[src/rtl/if_fetch_ctrl_pkg.sv]
// Shared fetch-stage constants and types.
// Used by the fetch controller and its instruction buffer.
package fetch_pkg;

  localparam logic [31:0] RESET_PC   = 32'h0000_0000;
  localparam logic [31:0] PC_INC     = 32'd4;
  localparam int          IBUF_DEPTH = 2;

  typedef struct packed {
    logic [31:0] pc;
    logic [31:0] instr;
  } entry_t;

endpackage

[src/rtl/if_fetch_ctrl_if.sv]
// Fetch bus: imem request/response, ID handshake, redirect.
// master = fetch controller, slave = its environment.
interface if_fetch_ctrl_if;

  logic        Stall;
  logic        Redirect;
  logic [31:0] Redirect_PC;
  logic [31:0] IDATA;
  logic        IREQ;
  logic [31:0] IADDR;
  logic [31:0] Instr;
  logic [31:0] Instr_PC;
  logic        Instr_Valid;

  modport master (
    input  Stall, Redirect, Redirect_PC, IDATA,
    output IREQ, IADDR, Instr, Instr_PC, Instr_Valid
  );

  modport slave (
    output Stall, Redirect, Redirect_PC, IDATA,
    input  IREQ, IADDR, Instr, Instr_PC, Instr_Valid
  );

endinterface

[src/rtl/if_fetch_ctrl_ibuf.sv]
// Two-entry instruction buffer holding {pc, instr}.
// Flush wins over enq; enq+deq together is a pass-through.
module fetch_ibuf
  import fetch_pkg::*;
(
  input  logic       clk,
  input  logic       rst_n,
  input  logic       enq,
  input  logic       deq,
  input  logic       flush,
  input  entry_t     din,
  output entry_t     head,
  output logic [1:0] count
);

  entry_t mem [IBUF_DEPTH];
  logic   rd_ptr;
  logic   wr_ptr;

  assign head = mem[rd_ptr];

  // Pointer/count bookkeeping and storage writes.
  always_ff @(posedge clk or negedge rst_n) begin
    if (!rst_n) begin
      rd_ptr <= 1'b0;
      wr_ptr <= 1'b0;
      count  <= 2'd0;
      mem[0] <= '0;
      mem[1] <= '0;
    end else if (flush) begin
      rd_ptr <= 1'b0;
      wr_ptr <= 1'b0;
      count  <= 2'd0;
    end else begin
      if (enq) begin
        mem[wr_ptr] <= din;
        wr_ptr      <= ~wr_ptr;
      end
      if (deq) begin
        rd_ptr <= ~rd_ptr;
      end
      count <= count + {1'b0, enq} - {1'b0, deq};
    end
  end

endmodule

[src/rtl/if_fetch_ctrl.sv]
// IF-stage fetch controller: PC, credit-based imem
// requests, 1-cycle response bypass and redirect flush.
module if_fetch_ctrl
  import fetch_pkg::*;
(
  input logic           CLK,
  input logic           RSTN,
  if_fetch_ctrl_if.master bus
);

  logic [31:0] fetch_pc;
  logic [31:0] pending_pc;
  logic        pending;
  logic [31:0] tgt;
  logic [1:0]  count;
  entry_t      head;
  entry_t      din;
  logic        has_head;
  logic        bypass;
  logic        sel_head;
  logic        sel_byp;
  logic        valid;
  logic        deq;
  logic        enq;
  logic [2:0]  load;
  logic        issue;
  logic [31:0] instr;
  logic [31:0] instr_pc;

  assign tgt      = {bus.Redirect_PC[31:2], 2'b00};
  assign has_head = count != 2'd0;
  assign bypass   = ~has_head & pending;
  assign sel_head = ~bus.Redirect & has_head;
  assign sel_byp  = ~bus.Redirect & bypass;
  assign valid    = sel_head | sel_byp;
  assign deq      = valid & ~bus.Stall;
  assign enq      = pending & ~bus.Redirect
                  & ~(bypass & deq);

  // Words held after this cycle; at most one more may be
  // requested while that stays within the buffer.
  assign load  = {1'b0, count} + {2'b00, pending}
               - {2'b00, deq};
  assign issue = bus.Redirect | (load <= 3'd1);

  assign bus.IREQ  = RSTN & issue;
  assign bus.IADDR = bus.Redirect ? tgt : fetch_pc;

  assign din.pc    = pending_pc;
  assign din.instr = bus.IDATA;

  fetch_ibuf u_ibuf (
    .clk   (CLK),
    .rst_n (RSTN),
    .enq   (enq),
    .deq   (deq & has_head),
    .flush (bus.Redirect),
    .din   (din),
    .head  (head),
    .count (count)
  );

  // Present buffer head first, else the arriving word.
  always_comb begin
    instr    = '0;
    instr_pc = '0;
    unique case (1'b1)
      sel_head: begin
        instr    = head.instr;
        instr_pc = head.pc;
      end
      sel_byp: begin
        instr    = bus.IDATA;
        instr_pc = pending_pc;
      end
      default: ;
    endcase
  end

  assign bus.Instr       = instr;
  assign bus.Instr_PC    = instr_pc;
  assign bus.Instr_Valid = valid;

  // Track the next fetch address and the in-flight request.
  always_ff @(posedge CLK or negedge RSTN) begin
    if (!RSTN) begin
      fetch_pc   <= RESET_PC;
      pending    <= 1'b0;
      pending_pc <= RESET_PC;
    end else if (issue) begin
      pending    <= 1'b1;
      pending_pc <= bus.IADDR;
      fetch_pc   <= bus.IADDR + PC_INC;
    end else begin
      pending <= 1'b0;
    end
  end

endmodule
[src/flat_wrapper.sv]
// flat-port wrapper written by rule: the top's interface ports become plain ports
module if_fetch_ctrl_flat import fetch_pkg::*;
  (CLK, RSTN, bus_Stall, bus_Redirect, bus_Redirect_PC, bus_IDATA, bus_IREQ, bus_IADDR, bus_Instr, bus_Instr_PC, bus_Instr_Valid);
  if_fetch_ctrl_if bus_i ();
  input logic CLK;
  input logic RSTN;
  input wire logic [$bits(bus_i.Stall)-1:0] bus_Stall;
  input wire logic [$bits(bus_i.Redirect)-1:0] bus_Redirect;
  input wire logic [$bits(bus_i.Redirect_PC)-1:0] bus_Redirect_PC;
  input wire logic [$bits(bus_i.IDATA)-1:0] bus_IDATA;
  output wire logic [$bits(bus_i.IREQ)-1:0] bus_IREQ;
  output wire logic [$bits(bus_i.IADDR)-1:0] bus_IADDR;
  output wire logic [$bits(bus_i.Instr)-1:0] bus_Instr;
  output wire logic [$bits(bus_i.Instr_PC)-1:0] bus_Instr_PC;
  output wire logic [$bits(bus_i.Instr_Valid)-1:0] bus_Instr_Valid;
  assign bus_i.Stall = bus_Stall;
  assign bus_i.Redirect = bus_Redirect;
  assign bus_i.Redirect_PC = bus_Redirect_PC;
  assign bus_i.IDATA = bus_IDATA;
  assign bus_IREQ = bus_i.IREQ;
  assign bus_IADDR = bus_i.IADDR;
  assign bus_Instr = bus_i.Instr;
  assign bus_Instr_PC = bus_i.Instr_PC;
  assign bus_Instr_Valid = bus_i.Instr_Valid;
  if_fetch_ctrl u_core (.CLK(CLK), .RSTN(RSTN), .bus(bus_i));
endmodule
[config.mk]
export PLATFORM = sky130hd
export DESIGN_NAME = if_fetch_ctrl_flat
export DESIGN_NICKNAME = d
export VERILOG_FILES = /design/src/rtl/if_fetch_ctrl_pkg.sv /design/src/rtl/if_fetch_ctrl_if.sv /design/src/rtl/if_fetch_ctrl_ibuf.sv /design/src/rtl/if_fetch_ctrl.sv /design/src/flat_wrapper.sv
export SDC_FILE = /design/constraint.sdc
export NUM_CORES = 1
export LEC_CHECK = 0
export CAP_MARGIN = 30
export CORE_MARGIN = 3
export CORE_UTILIZATION = 49
export CTS_BUF_LIST = sky130_fd_sc_hd__clkbuf_16
export DETAILED_ROUTE_END_ITERATION = 8
export PLACE_DENSITY_LB_ADDON = 0.08
export RECOVER_POWER = 100
export SETUP_SLACK_MARGIN = 0.15
export SLEW_MARGIN = 10
export SYNTH_ARGS = -nofsm -noshare
export SYNTH_HDL_FRONTEND = slang
export SYNTH_SLANG_ARGS = --single-unit
[constraint.sdc]
create_clock -name CLK -period 10.4 [get_ports CLK]
set_input_delay 1.56 -clock CLK [delete_from_list [all_inputs] [get_ports CLK]]
set_output_delay 1.56 -clock CLK [all_outputs]
set_load 0.005 [all_outputs]
# After elaboration in Yosys (flattened, before gate mapping)

Cells that the tools add are included.

Register bits after elaboration: 197
Bits of input ports: 68
Output and inout port bits: 98
Word-level logic and storage cells: 58

Add/sub/neg operators: 5
$lt $le $gt $ge: 4
Muxes and demuxes: 15
Bitwise logic cells: 19
Reductions and logical operators: 5

Operator list:

| cell                                                      | count |
|---|---|
| 2-to-1 mux 64 bit                                         | 4 |
| bitwise mux 128 bit                                       | 1 |
| one-hot mux 32 bit (2 select lines)                       | 2 |
| demux 64 bit (select 1 bit)                               | 1 |
| adder 32 x 3 -> 32 bit (second input constant)            | 1 |
| 2-to-1 mux 32 bit                                         | 1 |
| AND 1 bit                                                 | 9 |
| NOT 1 bit                                                 | 6 |
| nonzero test 2 bit                                        | 3 |
| 2-to-1 mux 1 bit                                          | 5 |
| greater-or-equal comparator 2 bit (second input constant) | 2 |
| NOT 1 -> 2 bit                                            | 2 |
| adder 2 x 1 -> 3 bit                                      | 1 |
| <= comparator 3 x 1 -> 1 bit (second input constant)      | 1 |
| subtractor 3 x 1 -> 3 bit                                 | 1 |
| adder 2 x 1 -> 2 bit                                      | 1 |
| < comparator 2 x 1 -> 1 bit (second input constant)       | 1 |
| 2-to-1 mux 2 bit                                          | 1 |
| OR 1 bit                                                  | 2 |
| AND reduction 2 bit                                       | 1 |
| subtractor 2 x 1 -> 2 bit                                 | 1 |
| logical AND 1 bit                                         | 1 |

# Longest topological paths before layout

Word-level depth: 12
Mapped depth: 16
Gate-level depth less buffers: 12

# Hierarchy

Synthesis repeated with hierarchy kept, for this count alone.

Cell total of the unflattened synthesis: 838
Area, all modules: 10426.2 um^2

Modules (own cells, without submodules):

| module        | times used | cells an instance | area an instance (um^2) |
|---|---|---|---|
| fetch_ibuf    | 1          | 358               | 6138.4 |
| if_fetch_ctrl | 1          | 480               | 4287.9 |

# Worst setup path after synthesis

No wires, ideal clock.

Path type: in2out
Start point: in bus_Redirect
End point: out bus_IREQ
Arrival time: 4.070 ns
Data required time: 8.840 ns
Slack: 4.770 ns
Cell stages on the path: 14
Buffers on the path: 6
Cell sequence: buf_6 buf_6 buf_4 buf_2 buf_4 o21ai_0 nand2_1 ha_1 fa_1 xor2_1 a21oi_2 inv_2 clkbuf_1 and2_1

Longest elaborated chain between the ends: 8
Elaborated cells on any way between the ends: 9
Those cells by class: add/sub: 1; order compare: 1; bitwise: 7

RTL lines:

| what                                | RTL line                                 | RTL |
|---|---|---|
| start, declared                     | flat_wrapper.sv:8                        | `input wire logic [$bits(bus_i.Redirect)-1:0] bus_Redirect;` |
| NOT 1 bit (no line)                 | n/a                                      |  |
| AND 1 bit, on equally long branches | if_fetch_ctrl.sv:33, if_fetch_ctrl.sv:34 |  |
| OR 1 bit                            | if_fetch_ctrl.sv:35                      | `assign valid = sel_head \| sel_byp;` |
| AND 1 bit                           | if_fetch_ctrl.sv:36                      | `assign deq = valid & ~bus.Stall;` |
| subtractor 3 x 1 -> 3 bit           | if_fetch_ctrl.sv:43                      | `- {2'b00, deq};` |
| <= comparator 3 x 1 -> 1 bit        | if_fetch_ctrl.sv:44                      | `assign issue = bus.Redirect \| (load <= 3'd1);` |
| OR 1 bit (*)                        | if_fetch_ctrl.sv:44                      |  |
| AND 1 bit (*)                       | if_fetch_ctrl.sv:46                      | `assign bus.IREQ = RSTN & issue;` |
| end, declared                       | flat_wrapper.sv:11                       | `output wire logic [$bits(bus_i.IREQ)-1:0] bus_IREQ;` |

Every way passes the cells marked *; elsewhere a longest branch is shown, timed or not.

# Worst setup path in the final report

Ends and elaborated chain as after synthesis.

==> results.cfg <==
[outcome]
status = complete, but fails checks
violations = max-capacitance violations, max-slew violations

[synth]
synth_area_leaders = dfrtp_1 49%, mux2_2 16%, mux2i_1 9.0%
synthXorXnorAreaFrac = 0.01945
synth-compound-area-share = 0.08625
synth_largest_area_cell = dfrtp_1
synth-seq-cells = 195
synth_flop_cell = dfrtp_1
synthSimpleGateAreaFrac = 0.1094
syn-cell-area_um2 = 9908
ys_seq_area_frac = 0.4925
synthAdderAreaFrac = 0.007072
synth.area.mux_share = 0.2467
avgSynthCellArea_um2 = 10.98
async_flop_share = 1.000
synth_cell_types = 53
synth_top_family_by_area = multiplexers
syn_nets = 975
syn_inst = 902
ys_warn_count = 0
synth_top_area_share = 0.4925
synth-edff-count = 0

[power_and_ir_drop]
power_mw = 3.449
p_per_area_nw_per_um2 = 281.3
ir_worst_vdd_mv = 0.1383
cellLeakagePower_nw = 5.219

[die]
fp-row-count = 51
fp.dieW_um = 148.2
ios = 166
initial_core_util = 0.5041
coreArea_um2 = 19650
dieArea_um2 = 21960
die_h_um = 148.2

[routing]
drc_errors = 0
dr.pass1.iters = 5
wl_mm = 22.35
ant_nets = 0
vias_per_cell = 5.420
wl_per_cell_um = 16.95
dr_total_vias = 7149
drtIter0Drc = 369

[grt]
grt_max_degree = 94
grt_pass1_vias = 7125
antenna_found_initial = 0
grt_usage = 0.2086
grt_pass1_wl_mm = 37.05
overflow = 0

[clocking]
ctsHoldBuffers = 0
post-cts-setup-buffers = 0
cts_tree = yes
cts_max_level = 4
clk_latency_ns = 0.43
clkTransAtPathRegs_ns = 0.07
clock-sinks = 195
cts-root-buf = clkbuf_16
cts_buffers = 17
ctsResizeCount = 0
clockBufferDepth = 2

[timing]
period_share = 0.7462
finalCriticalPeriod_ns = 7.761
final.setup_skew_ns = 0.01441
rsz0062_at_grt = no
hold_viol_final = 0
fmax_mhz = 128.9
relSlewSlack = -2.327
tns_ns = 0
tightest_slew_ns = 4.991
finalMaxSlewViolations = 244
setup_viol = 0

[critical_path]
critPathMaxFanout = 74
path_cells = buf_2 -> buf_4 -> inv_1 -> o21ai_4 -> buf_4 -> or3_1 -> nand2_1 -> ha_1 -> fa_1 -> xor2_1 -> a21oi_2 -> clkbuf_1 -> clkinv_1 -> and2_0 -> clkdlybuf4s50_1
worst_path_max_delay_cell = clkbuf_1
worst-setup-path-type = in -> out
cp.required_ns = 8.84
path_common_cell = buf_4
endpoint_kind = output pin
max_stage_delay_ns = 0.90
worst_setup_path_start_kind = input port
arrival_ns = 6.20

[placement]
io_buffers = 163
gp_congestion = 0.8321
place_hpwl_mm = 14.85

[cells_and_area]
nFillCells = 1689
syn_to_final_growth_pct = 23.74
post-route-util = 0.6238
num_antenna_cells = 0
layout.nets = 1114
drive_gt1_frac = 0.1765

[hold_path]
hold_class = reg -> reg

[run]
cap_violations = 6
## stage by stage
stage                     cell area (um^2)  setup slack, ns  std cells  hold slack (ns)
after floorplan                       9908            4.770        902           0.4478
after global placement               11710            3.453       1287           0.4591
after detailed placement             11710            3.424       1287           0.4818
after CTS                            12300            3.419       1319           0.4985
after global routing                 12260            2.070       1319           0.5071
final                                12260            2.639       1319           0.4934
## cells in the final DEF, fill, tap and decap left out, drive strengths merged, types with 33 or more instances in the layout
cell             n
a21oi           43
clkdlybuf4s50   71
dfrtp          195
dlygate4sd3     90
inv             33
mux2           138
mux2i           89
nand2           99
nor2            55
o21ai           71
## worst max-delay path: cells and delay by family
family                   cells  cell delay (ns)
AND/OR/NAND/NOR              3             0.54
AO/OA/AOI/OAI                2             0.25
buffers and inverters        7             3.07
adder cells (fa/ha/maj)      2             0.57
XOR/XNOR                     1             0.18
## worst paths after layout
path,start,end,slack (ns),depth (start not counted)
max,bus_Redirect,bus_IREQ,2.64,15
min in group asynchronous,RSTN,u_core.u_ibuf.mem[2]$_DFFE_PN0P_,2.94,1
max in group asynchronous,RSTN,u_core.pending_pc[19]$_DFFE_PN0P_,3.43,2
min reg2reg,u_core.fetch_pc[31]$_DFFE_PN0P_,u_core.fetch_pc[31]$_DFFE_PN0P_,0.49,2
min,u_core.fetch_pc[31]$_DFFE_PN0P_,u_core.fetch_pc[31]$_DFFE_PN0P_,0.49,2
max reg2reg,u_core.u_ibuf.count[1]$_DFF_PN0_,u_core.u_ibuf.mem[125]$_DFFE_PN0P_,5.63,6
## synthesized netlist by cell type (5+ instances only)
| cell | count |
|---|---|
| o21a_1 | 6 |
| nor2b_1 | 5 |
| nand4b_1 | 5 |
| nand2_1 | 99 |
| dfrtp_1 | 195 |
| mux2i_1 | 89 |
| nor3_1 | 7 |
| buf_1 | 5 |
| nor2_1 | 55 |
| xnor2_1 | 18 |
| o31ai_1 | 6 |
| and3_1 | 7 |
| mux2_2 | 138 |
| inv_1 | 27 |
| a21oi_1 | 42 |
| nand4_1 | 13 |
| o21ai_0 | 70 |
| clkbuf_1 | 21 |
| nand3_1 | 18 |
| nand3b_1 | 5 |
| buf_2 | 21 |
## where the power goes
part / switching [mW] / internal, mW
logic: 0.650 / 0.752
clock network: 0.300 / 0.362
registers: 0.250 / 1.14
total: 1.20 / 2.25
## logic make-up after synthesis
| family | Yosys count |
|---|---|
| buffers and inverters | 82 |
| muxes | 227 |
| xor gates and xnor gates | 22 |
| and+or+nand+nor | 227 |
| DFF | 195 |
| adders and majority gates | 5 |
| AOI/OAI and AO/OA | 144 |
## metal layers
| metal | wire length [um] | share of wire | global-route usage | vias to the layer above |
|---|---|---|---|---|
| met3 | 983 | 0.044 | 0.03870 | 10 |
| met4 | 142 | 0.0064 | 0.04157 | 0 |
| met5 | 0 | 0 | 0 | - |
| li1 | - | - | - | 3453 |
| met2 | 10490 | 0.47 | 0.3298 | 174 |
| met1 | 10740 | 0.48 | 0.3051 | 3512 |
## sequential cells by signal (all words and copies together) (netlist names)
name,count
u_core.pending,1
u_core.u_ibuf.mem,128
u_core.u_ibuf.wr_ptr,1
u_core.u_ibuf.count,2
u_core.u_ibuf.rd_ptr,1
u_core.pending_pc,32
u_core.fetch_pc,30
## layout make-up
class                      count  area [um^2]  share of cell area
timing repair buffer         174         1688              0.1377
clock buffer                  17        425.4             0.03470
sequential                   195         4883              0.3983
multi-input combinational    625         4657              0.3798
inverter                      28        105.1            0.008572
clock inverter                15        170.2             0.01388
tap                          265        331.6             0.02704
Power figures use the tool's default switching activity.
